==> src/rtl/oc_frame_accum_pkg.sv <==
// Shared types, widths and elaboration helpers for the frame accumulator.
package oc_frame_accum_pkg;

  // Width of the upstream 127-input ones counter output.
  localparam int unsigned CW = 7;

  typedef enum logic [0:0] {
    ACCUM = 1'b0,
    HOLD  = 1'b1
  } state_e;

  // Ceiling log2, usable in constant expressions.
  function automatic int unsigned clog2(input int unsigned v);
    int unsigned r;
    r = 0;
    for (int unsigned i = 0; i < 32; i++) begin
      if ((64'(1) << i) < 64'(v)) r = i + 1;
    end
    return r;
  endfunction

endpackage

==> src/rtl/oc_frame_accum_if.sv <==
// Count input and frame-result handshake bus of the frame accumulator.
interface oc_frame_accum_if #(
  parameter int unsigned CW    = oc_frame_accum_pkg::CW,
  parameter int unsigned ACC_W = 18
);
  logic             clear;
  logic             in_valid;
  logic [CW-1:0]    in_count;
  logic             in_ready;
  logic             out_valid;
  logic             out_ready;
  logic [ACC_W-1:0] out_sum;
  logic [CW-1:0]    out_min;
  logic [CW-1:0]    out_max;
  logic             out_over;

  modport master (
    output clear, in_valid, in_count, out_ready,
    input  in_ready, out_valid, out_sum, out_min, out_max, out_over
  );

  modport slave (
    input  clear, in_valid, in_count, out_ready,
    output in_ready, out_valid, out_sum, out_min, out_max, out_over
  );
endinterface

==> src/rtl/oc_minmax_update.sv <==
// Running min/max step: folds one count into the current frame extremes.
module oc_minmax_update #(
  parameter int unsigned CW = oc_frame_accum_pkg::CW
) (
  input  logic [CW-1:0] cur_min,
  input  logic [CW-1:0] cur_max,
  input  logic [CW-1:0] in_count,
  output logic [CW-1:0] nxt_min_c,
  output logic [CW-1:0] nxt_max_c
);

  // Unsigned compare against the current extremes.
  always_comb begin
    nxt_min_c = (in_count < cur_min) ? in_count : cur_min;
    nxt_max_c = (in_count > cur_max) ? in_count : cur_max;
  end

endmodule

==> src/rtl/oc_frame_accum.sv <==
// Accumulates FRAME_LEN ones counts into a frame sum/min/max and presents
// the result on a valid/ready output until it is taken.
module oc_frame_accum
  import oc_frame_accum_pkg::*;
#(
  parameter int unsigned CW        = oc_frame_accum_pkg::CW,
  parameter int unsigned FRAME_LEN = 16,
  parameter int unsigned ACC_W     = 18,
  parameter int unsigned THRESH    = 1016
) (
  input  logic             clk,
  input  logic             rst,
  oc_frame_accum_if.slave  bus
);

  localparam int unsigned CNT_W = clog2(FRAME_LEN + 1);

  if (FRAME_LEN < 2 || FRAME_LEN > 1024) begin : g_frame_len_chk
    $error("oc_frame_accum: FRAME_LEN must be in 2..1024");
  end
  if (ACC_W < CW + clog2(FRAME_LEN) + 1) begin : g_acc_w_chk
    $error("oc_frame_accum: ACC_W too narrow for CW and FRAME_LEN");
  end

  localparam logic [CW-1:0]    MIN_INIT = {CW{1'b1}};
  localparam logic [CNT_W-1:0] LAST_IDX = CNT_W'(FRAME_LEN - 1);
  localparam logic [ACC_W-1:0] THRESH_V = ACC_W'(THRESH);

  state_e           state_q, state_d;
  logic [ACC_W-1:0] sum_q, sum_d;
  logic [CW-1:0]    min_q, min_d;
  logic [CW-1:0]    max_q, max_d;
  logic [CNT_W-1:0] cnt_q, cnt_d;
  logic             over_q, over_d;
  logic             in_ready_q, in_ready_d;
  logic             out_valid_q, out_valid_d;

  logic [CW-1:0]    nxt_min_c, nxt_max_c;
  logic             xfer_c, take_c;

  oc_minmax_update #(.CW(CW)) u_minmax (
    .cur_min   (min_q),
    .cur_max   (max_q),
    .in_count  (bus.in_count),
    .nxt_min_c (nxt_min_c),
    .nxt_max_c (nxt_max_c)
  );

  // Next-state and result-register update; clear outranks any handshake.
  always_comb begin
    state_d     = state_q;
    sum_d       = sum_q;
    min_d       = min_q;
    max_d       = max_q;
    cnt_d       = cnt_q;
    over_d      = over_q;
    in_ready_d  = in_ready_q;
    out_valid_d = out_valid_q;
    xfer_c      = bus.in_valid & in_ready_q;
    take_c      = out_valid_q & bus.out_ready;

    if (bus.clear) begin
      state_d     = ACCUM;
      sum_d       = '0;
      min_d       = MIN_INIT;
      max_d       = '0;
      cnt_d       = '0;
      over_d      = 1'b0;
      in_ready_d  = 1'b1;
      out_valid_d = 1'b0;
    end else begin
      case (state_q)
        ACCUM: begin
          if (xfer_c) begin
            sum_d  = sum_q + ACC_W'(bus.in_count);
            min_d  = nxt_min_c;
            max_d  = nxt_max_c;
            cnt_d  = cnt_q + CNT_W'(1);
            over_d = (sum_d > THRESH_V);
            if (cnt_q == LAST_IDX) begin
              state_d     = HOLD;
              in_ready_d  = 1'b0;
              out_valid_d = 1'b1;
            end
          end
        end
        HOLD: begin
          if (take_c) begin
            state_d     = ACCUM;
            sum_d       = '0;
            min_d       = MIN_INIT;
            max_d       = '0;
            cnt_d       = '0;
            over_d      = 1'b0;
            in_ready_d  = 1'b1;
            out_valid_d = 1'b0;
          end
        end
        default: state_d = ACCUM;
      endcase
    end
  end

  // State and result registers with synchronous reset.
  always_ff @(posedge clk) begin
    if (rst) begin
      state_q     <= ACCUM;
      sum_q       <= '0;
      min_q       <= MIN_INIT;
      max_q       <= '0;
      cnt_q       <= '0;
      over_q      <= 1'b0;
      in_ready_q  <= 1'b1;
      out_valid_q <= 1'b0;
    end else begin
      state_q     <= state_d;
      sum_q       <= sum_d;
      min_q       <= min_d;
      max_q       <= max_d;
      cnt_q       <= cnt_d;
      over_q      <= over_d;
      in_ready_q  <= in_ready_d;
      out_valid_q <= out_valid_d;
    end
  end

  assign bus.in_ready  = in_ready_q;
  assign bus.out_valid = out_valid_q;
  assign bus.out_sum   = sum_q;
  assign bus.out_min   = min_q;
  assign bus.out_max   = max_q;
  assign bus.out_over  = over_q;

endmodule

==> src/flat_wrapper.sv <==
// flat-port wrapper written by rule: the top's interface ports become plain ports
module oc_frame_accum_flat import oc_frame_accum_pkg::*;
#(
  parameter int unsigned CW        = oc_frame_accum_pkg::CW,
  parameter int unsigned FRAME_LEN = 16,
  parameter int unsigned ACC_W     = 18,
  parameter int unsigned THRESH    = 1016
)
  (clk, rst, bus_clear, bus_in_valid, bus_in_count, bus_out_ready, bus_in_ready, bus_out_valid, bus_out_sum, bus_out_min, bus_out_max, bus_out_over);
  oc_frame_accum_if #(.CW(CW), .ACC_W(ACC_W)) bus_i ();
  input  logic clk;
  input  logic rst;
  input wire logic [$bits(bus_i.clear)-1:0] bus_clear;
  input wire logic [$bits(bus_i.in_valid)-1:0] bus_in_valid;
  input wire logic [$bits(bus_i.in_count)-1:0] bus_in_count;
  input wire logic [$bits(bus_i.out_ready)-1:0] bus_out_ready;
  output wire logic [$bits(bus_i.in_ready)-1:0] bus_in_ready;
  output wire logic [$bits(bus_i.out_valid)-1:0] bus_out_valid;
  output wire logic [$bits(bus_i.out_sum)-1:0] bus_out_sum;
  output wire logic [$bits(bus_i.out_min)-1:0] bus_out_min;
  output wire logic [$bits(bus_i.out_max)-1:0] bus_out_max;
  output wire logic [$bits(bus_i.out_over)-1:0] bus_out_over;
  assign bus_i.clear = bus_clear;
  assign bus_i.in_valid = bus_in_valid;
  assign bus_i.in_count = bus_in_count;
  assign bus_i.out_ready = bus_out_ready;
  assign bus_in_ready = bus_i.in_ready;
  assign bus_out_valid = bus_i.out_valid;
  assign bus_out_sum = bus_i.out_sum;
  assign bus_out_min = bus_i.out_min;
  assign bus_out_max = bus_i.out_max;
  assign bus_out_over = bus_i.out_over;
  oc_frame_accum #(.CW(CW), .FRAME_LEN(FRAME_LEN), .ACC_W(ACC_W), .THRESH(THRESH)) u_core (.clk(clk), .rst(rst), .bus(bus_i));
endmodule
==> config.mk <==
export PLATFORM = sky130hd
export DESIGN_NAME = oc_frame_accum_flat
export DESIGN_NICKNAME = d
export VERILOG_FILES = /design/src/rtl/oc_frame_accum_pkg.sv /design/src/rtl/oc_frame_accum_if.sv /design/src/rtl/oc_minmax_update.sv /design/src/rtl/oc_frame_accum.sv /design/src/flat_wrapper.sv
export SDC_FILE = /design/constraint.sdc
export NUM_CORES = 1
export LEC_CHECK = 0
export BUFFER_PORTS_ARGS = -buffer_cell sky130_fd_sc_hd__buf_2
export CAP_MARGIN = 5
export CORE_MARGIN = 2
export CORE_UTILIZATION = 60
export CTS_CLUSTER_DIAMETER = 120
export DETAILED_ROUTE_END_ITERATION = 8
export GPL_ROUTABILITY_DRIVEN = 1
export PLACE_DENSITY_LB_ADDON = 0.12
export SLEW_MARGIN = 20
export SYNTH_ARGS = -nofsm -noshare
export SYNTH_HDL_FRONTEND = slang
export SYNTH_SLANG_ARGS = --single-unit
==> constraint.sdc <==
create_clock -name clk -period 7.8 [get_ports clk]
set_input_delay 1.56 -clock clk [delete_from_list [all_inputs] [get_ports clk]]
set_output_delay 1.56 -clock clk [all_outputs]
set_load 0.01 [all_outputs]
==> metrics.log <==
[metrics] Starting Density: 0.626
[metrics] type of the worst min-delay path: flop to flop
[metrics] insertion delay to the later sink of the worst-skew pair: 290 ps
[metrics] CTS sink cnt: 41
[metrics] final non-filler cell total: 411
[metrics] combinational share of power: 0.162
[metrics] core box area: 4030 sq um
[metrics] Max Transition Viols Final: 0
[metrics] endpoint arrival time on the critical path: 3620 ps
[metrics] clock period minus final worst setup slack: 3460 ps
[metrics] highest cell delay on the worst timing path: 380 ps
[metrics] post-synthesis to final-layout area growth: 12.7%
[metrics] wire length of the first global-routing pass: 9.14 mm
[metrics] switching power summed over all nets: 0.117 mW
[metrics] routed wire length: 5.92 mm
[metrics] proportion of power drawn by the clock network: 0.315
[metrics] io pins: 47
[metrics] distinct cell type count after synthesis: 43
[metrics] maximum vdd ir drop: 98.1 uV
[metrics] result of the run: finished, final reports clean
[metrics] synthesized net count: 356
[metrics] post-cts gate resize count: 0
[metrics] net total in the final layout: 397
[metrics] number of diodes added for antenna fixing: 0
[metrics] share of total power consumed by net switching: 0.281
[metrics] worst path bufs/invs: 2
[metrics] peak clock frequency supported by timing: 0.289 GHz
[metrics] cell chosen for the clock root: sky130_fd_sc_hd__clkbuf_8
[metrics] CTS tree: yes
[metrics] maximum number of buffers from clock root to sink: 2
[metrics] Critical Path Source Type: input pin
[metrics] number of antenna-violating nets in the routed design: 0
[metrics] detailed-route DRC error count: 0
[metrics] DIE HEIGHT: 68.8 microns
[metrics] Worst path top cell family by delay: compound AO/OA/AOI/OAI gates
[metrics] register share of total power: 0.522
[metrics] Synth Instances: 321
[metrics] DR pass1 iterations: 4
[metrics] final setup violation count: 0
[metrics] deepest level of the CTS H-tree: 2
[metrics] required time reported for the critical path endpoint: 7960 ps
[metrics] routed length per instance: 14.4 microns
[metrics] total negative setup slack: 0 ps
[metrics] fraction of the yosys area taken by sequential cells: 0.325
[metrics] vias post-DR: 2404
[metrics] count of placed standard cells including taps: 405
[metrics] row count: 23
[metrics] clock skew after layout: 4.56 ps
[metrics] Synth warnings: 0
[metrics] mean cell area of the mapped netlist: 7.86 sq um
[metrics] number of antenna violations at the first check in global routing: 0
[metrics] Post-Synthesis Cell Area: 2520 sq um
[metrics] P_leak: 1.30 nW
[metrics] violation count after the first detailed-route iteration: 145
[metrics] Critical Path Sink Type: flop
[metrics] number of hold violations in the final report: 0
[metrics] GRT Overall Usage: 0.257
[metrics] highest fanout seen on the critical path: 4
[metrics] Slowest-stage cell, CP: sky130_fd_sc_hd__fa_1
[metrics] leading register cell type out of synthesis: sky130_fd_sc_hd__dfxtp_1
[metrics] routability cong.: 0.820
[metrics] detailed-route vias per instance: 5.85
[metrics] internal power summed over all cells: 0.299 mW
[metrics] overall die width: 68.8 microns
[metrics] async set or reset register ratio after synthesis: 0
[metrics] unrepaired setup endpoints after global routing: no
[metrics] register bit count reported by yosys: 41
[metrics] worst slew margin relative to its limit: 0.566
[metrics] Crit Path Category: input pin to flop
[metrics] transition time at the pin with the least slew margin: 652 ps
[metrics] number of max-capacitance violations reported: 0
[metrics] Clock Pin Slew Worst Setup and Hold Paths: 70 ps
[metrics] final worst hold slack: 466 ps
[metrics] number of CTS-inserted buffers: 5
[metrics] number of synthesized flops with an enable pin: 0
[metrics] Post-CTS Repair Setup Buffers: 0
[metrics] Die ar.: 4740 sq um
[metrics] HPWL Detailed: 4.36 mm
[metrics] leftover overflow at the end of global routing: 0
[metrics] fraction of final layout cells with drive strength greater than 1: 0.180
[metrics] via count of the first global-routing pass: 2044
[metrics] Buffers on Ports: 46
[metrics] sequence of cells on the critical path: buf_2 > ha_1 > inv_1 > fa_1 > nand2b_1 > a21bo_2 > a211o_1 > mux2i_1 > nand2_1 > nor4_1 > o22ai_1
[metrics] Post-CTS Hold Fix Bufs: 0
[metrics] largest net degree at the start of global routing: 31
[metrics] P per Cell Area: 146 nW/um^2
[metrics] share of the clock period used by the worst path: 0.443
==> tightest hold or removal path, delay by kind of cell, from the launching register on <==
kind	cells	cell delay, ps
flip-flops	1	330
AND/OR/NAND/NOR	2	100
==> power by group through the flow <==
stage                     combinational [mW]  sequential [mW]  clock (mW)
final                                 0.0675            0.217       0.131
after global routing                  0.0753            0.217       0.141
after CTS                             0.0673            0.217       0.134
after detailed placement              0.0667            0.222           0
after global placement                0.0645            0.222           0
after floorplan                       0.0451            0.223           0
==> state kept, by name, summed over array words and instances, names as in the netlist <==
| name | flops |
|---|---|
| u_core.cnt_q | 5 |
| u_core.bus.out_valid | 1 |
| u_core.bus.in_ready | 1 |
| u_core.bus.out_min | 7 |
| u_core.bus.out_sum | 18 |
| u_core.bus.out_over | 1 |
| u_core.bus.out_max | 7 |
| u_core.state_q | 1 |
==> metrics by stage <==
stage	setup WS [ps]	util	area [sq um]	total power, mW
after floorplan	4290	-	2520	0.268
after CTS	4340	0.706	2840	0.418
after global placement	4090	0.688	2770	0.286
after global routing	4150	0.706	2840	0.434
final	4340	0.706	2840	0.415
after detailed placement	4020	0.688	2770	0.289
==> cells in the mapped netlist (2+ instances only) <==
cell type | number | area share
sky130_fd_sc_hd__inv_1 | 24 | 0.036
sky130_fd_sc_hd__and3_1 | 4 | 0.0099
sky130_fd_sc_hd__a31oi_1 | 5 | 0.012
sky130_fd_sc_hd__or3_1 | 2 | 0.0050
sky130_fd_sc_hd__o22ai_1 | 2 | 0.0050
sky130_fd_sc_hd__a22oi_1 | 8 | 0.024
sky130_fd_sc_hd__a21oi_1 | 30 | 0.060
sky130_fd_sc_hd__a311oi_1 | 3 | 0.010
sky130_fd_sc_hd__or2_2 | 8 | 0.020
sky130_fd_sc_hd__dfxtp_1 | 41 | 0.33
sky130_fd_sc_hd__o21a_1 | 5 | 0.015
sky130_fd_sc_hd__o21ai_0 | 13 | 0.026
sky130_fd_sc_hd__xnor2_1 | 7 | 0.024
sky130_fd_sc_hd__nand4_1 | 4 | 0.0099
sky130_fd_sc_hd__o22a_1 | 7 | 0.024
sky130_fd_sc_hd__a211oi_1 | 2 | 0.0060
sky130_fd_sc_hd__nand3_1 | 14 | 0.028
sky130_fd_sc_hd__ha_1 | 22 | 0.11
sky130_fd_sc_hd__a21o_1 | 8 | 0.024
sky130_fd_sc_hd__xor2_1 | 3 | 0.010
sky130_fd_sc_hd__nor2_1 | 43 | 0.064
sky130_fd_sc_hd__and2_1 | 3 | 0.0074
sky130_fd_sc_hd__nand2b_1 | 4 | 0.0099
sky130_fd_sc_hd__clkbuf_1 | 12 | 0.018
sky130_fd_sc_hd__nor3_1 | 4 | 0.0079
sky130_fd_sc_hd__nand2_1 | 26 | 0.039
==> final cells by class <==
| class | instances | area [sq um] |
|---|---|---|
| flip-flops and latches | 41 | 821 |
| well taps | 50 | 62.6 |
| clock buffers | 5 | 68.8 |
| inverters | 24 | 90.1 |
| multi-input cells | 243 | 1560 |
| clock inverters | 1 | 5.00 |
| fillers | 352 | 1180 |
| repair buffers | 47 | 238 |
==> metal layers <==
metal / share of wire / up-vias / GRT usage
li1: - / 1213 / -
met1: 0.45 / 1117 / 0.332
met2: 0.48 / 66 / 0.441
met3: 0.052 / 8 / 0.0487
met4: 0.014 / 0 / 0.0662
met5: 0 / - / 0
==> path summary, 6_finish.rpt <==
check                                      startpoint                  end  slack [ps]  cells after the start
worst min-delay path              u_core.bus.in_ready  u_core.bus.in_ready         470                      2
worst max register to register  u_core.bus.out_sum[0]  u_core.bus.out_over        5300                     10
worst max-delay path                  bus_in_count[0]  u_core.bus.out_over        4340                     11
worst min register to register    u_core.bus.in_ready  u_core.bus.in_ready         470                      2
==> placed cells by master, fill, tap and decap left out, types with 8 or more instances in the layout <==
master / n
sky130_fd_sc_hd__nand3_1: 14
sky130_fd_sc_hd__dfxtp_1: 41
sky130_fd_sc_hd__nand2_1: 26
sky130_fd_sc_hd__a21oi_1: 30
sky130_fd_sc_hd__or2_2: 8
sky130_fd_sc_hd__inv_1: 24
sky130_fd_sc_hd__buf_2: 46
sky130_fd_sc_hd__a22oi_1: 8
sky130_fd_sc_hd__ha_1: 22
sky130_fd_sc_hd__nor2_1: 43
sky130_fd_sc_hd__o21ai_0: 13
sky130_fd_sc_hd__a21o_1: 8
==> cells by family (layout without fill, tap and decap cells) <==
family | Yosys count | count (layout) | share of synthesized area
AOI/OAI and AO/OA | 93 | 93 | 0.250
xor gates and xnor gates | 10 | 10 | 0.0347
adders and majority gates | 23 | 23 | 0.117
buffers and inverters | 37 | 77 | 0.0565
DFF | 41 | 41 | 0.325
muxes | 1 | 1 | 0.00397
and+or+nand+nor | 116 | 116 | 0.212
Note: power is estimated with default switching activity, not from simulation.
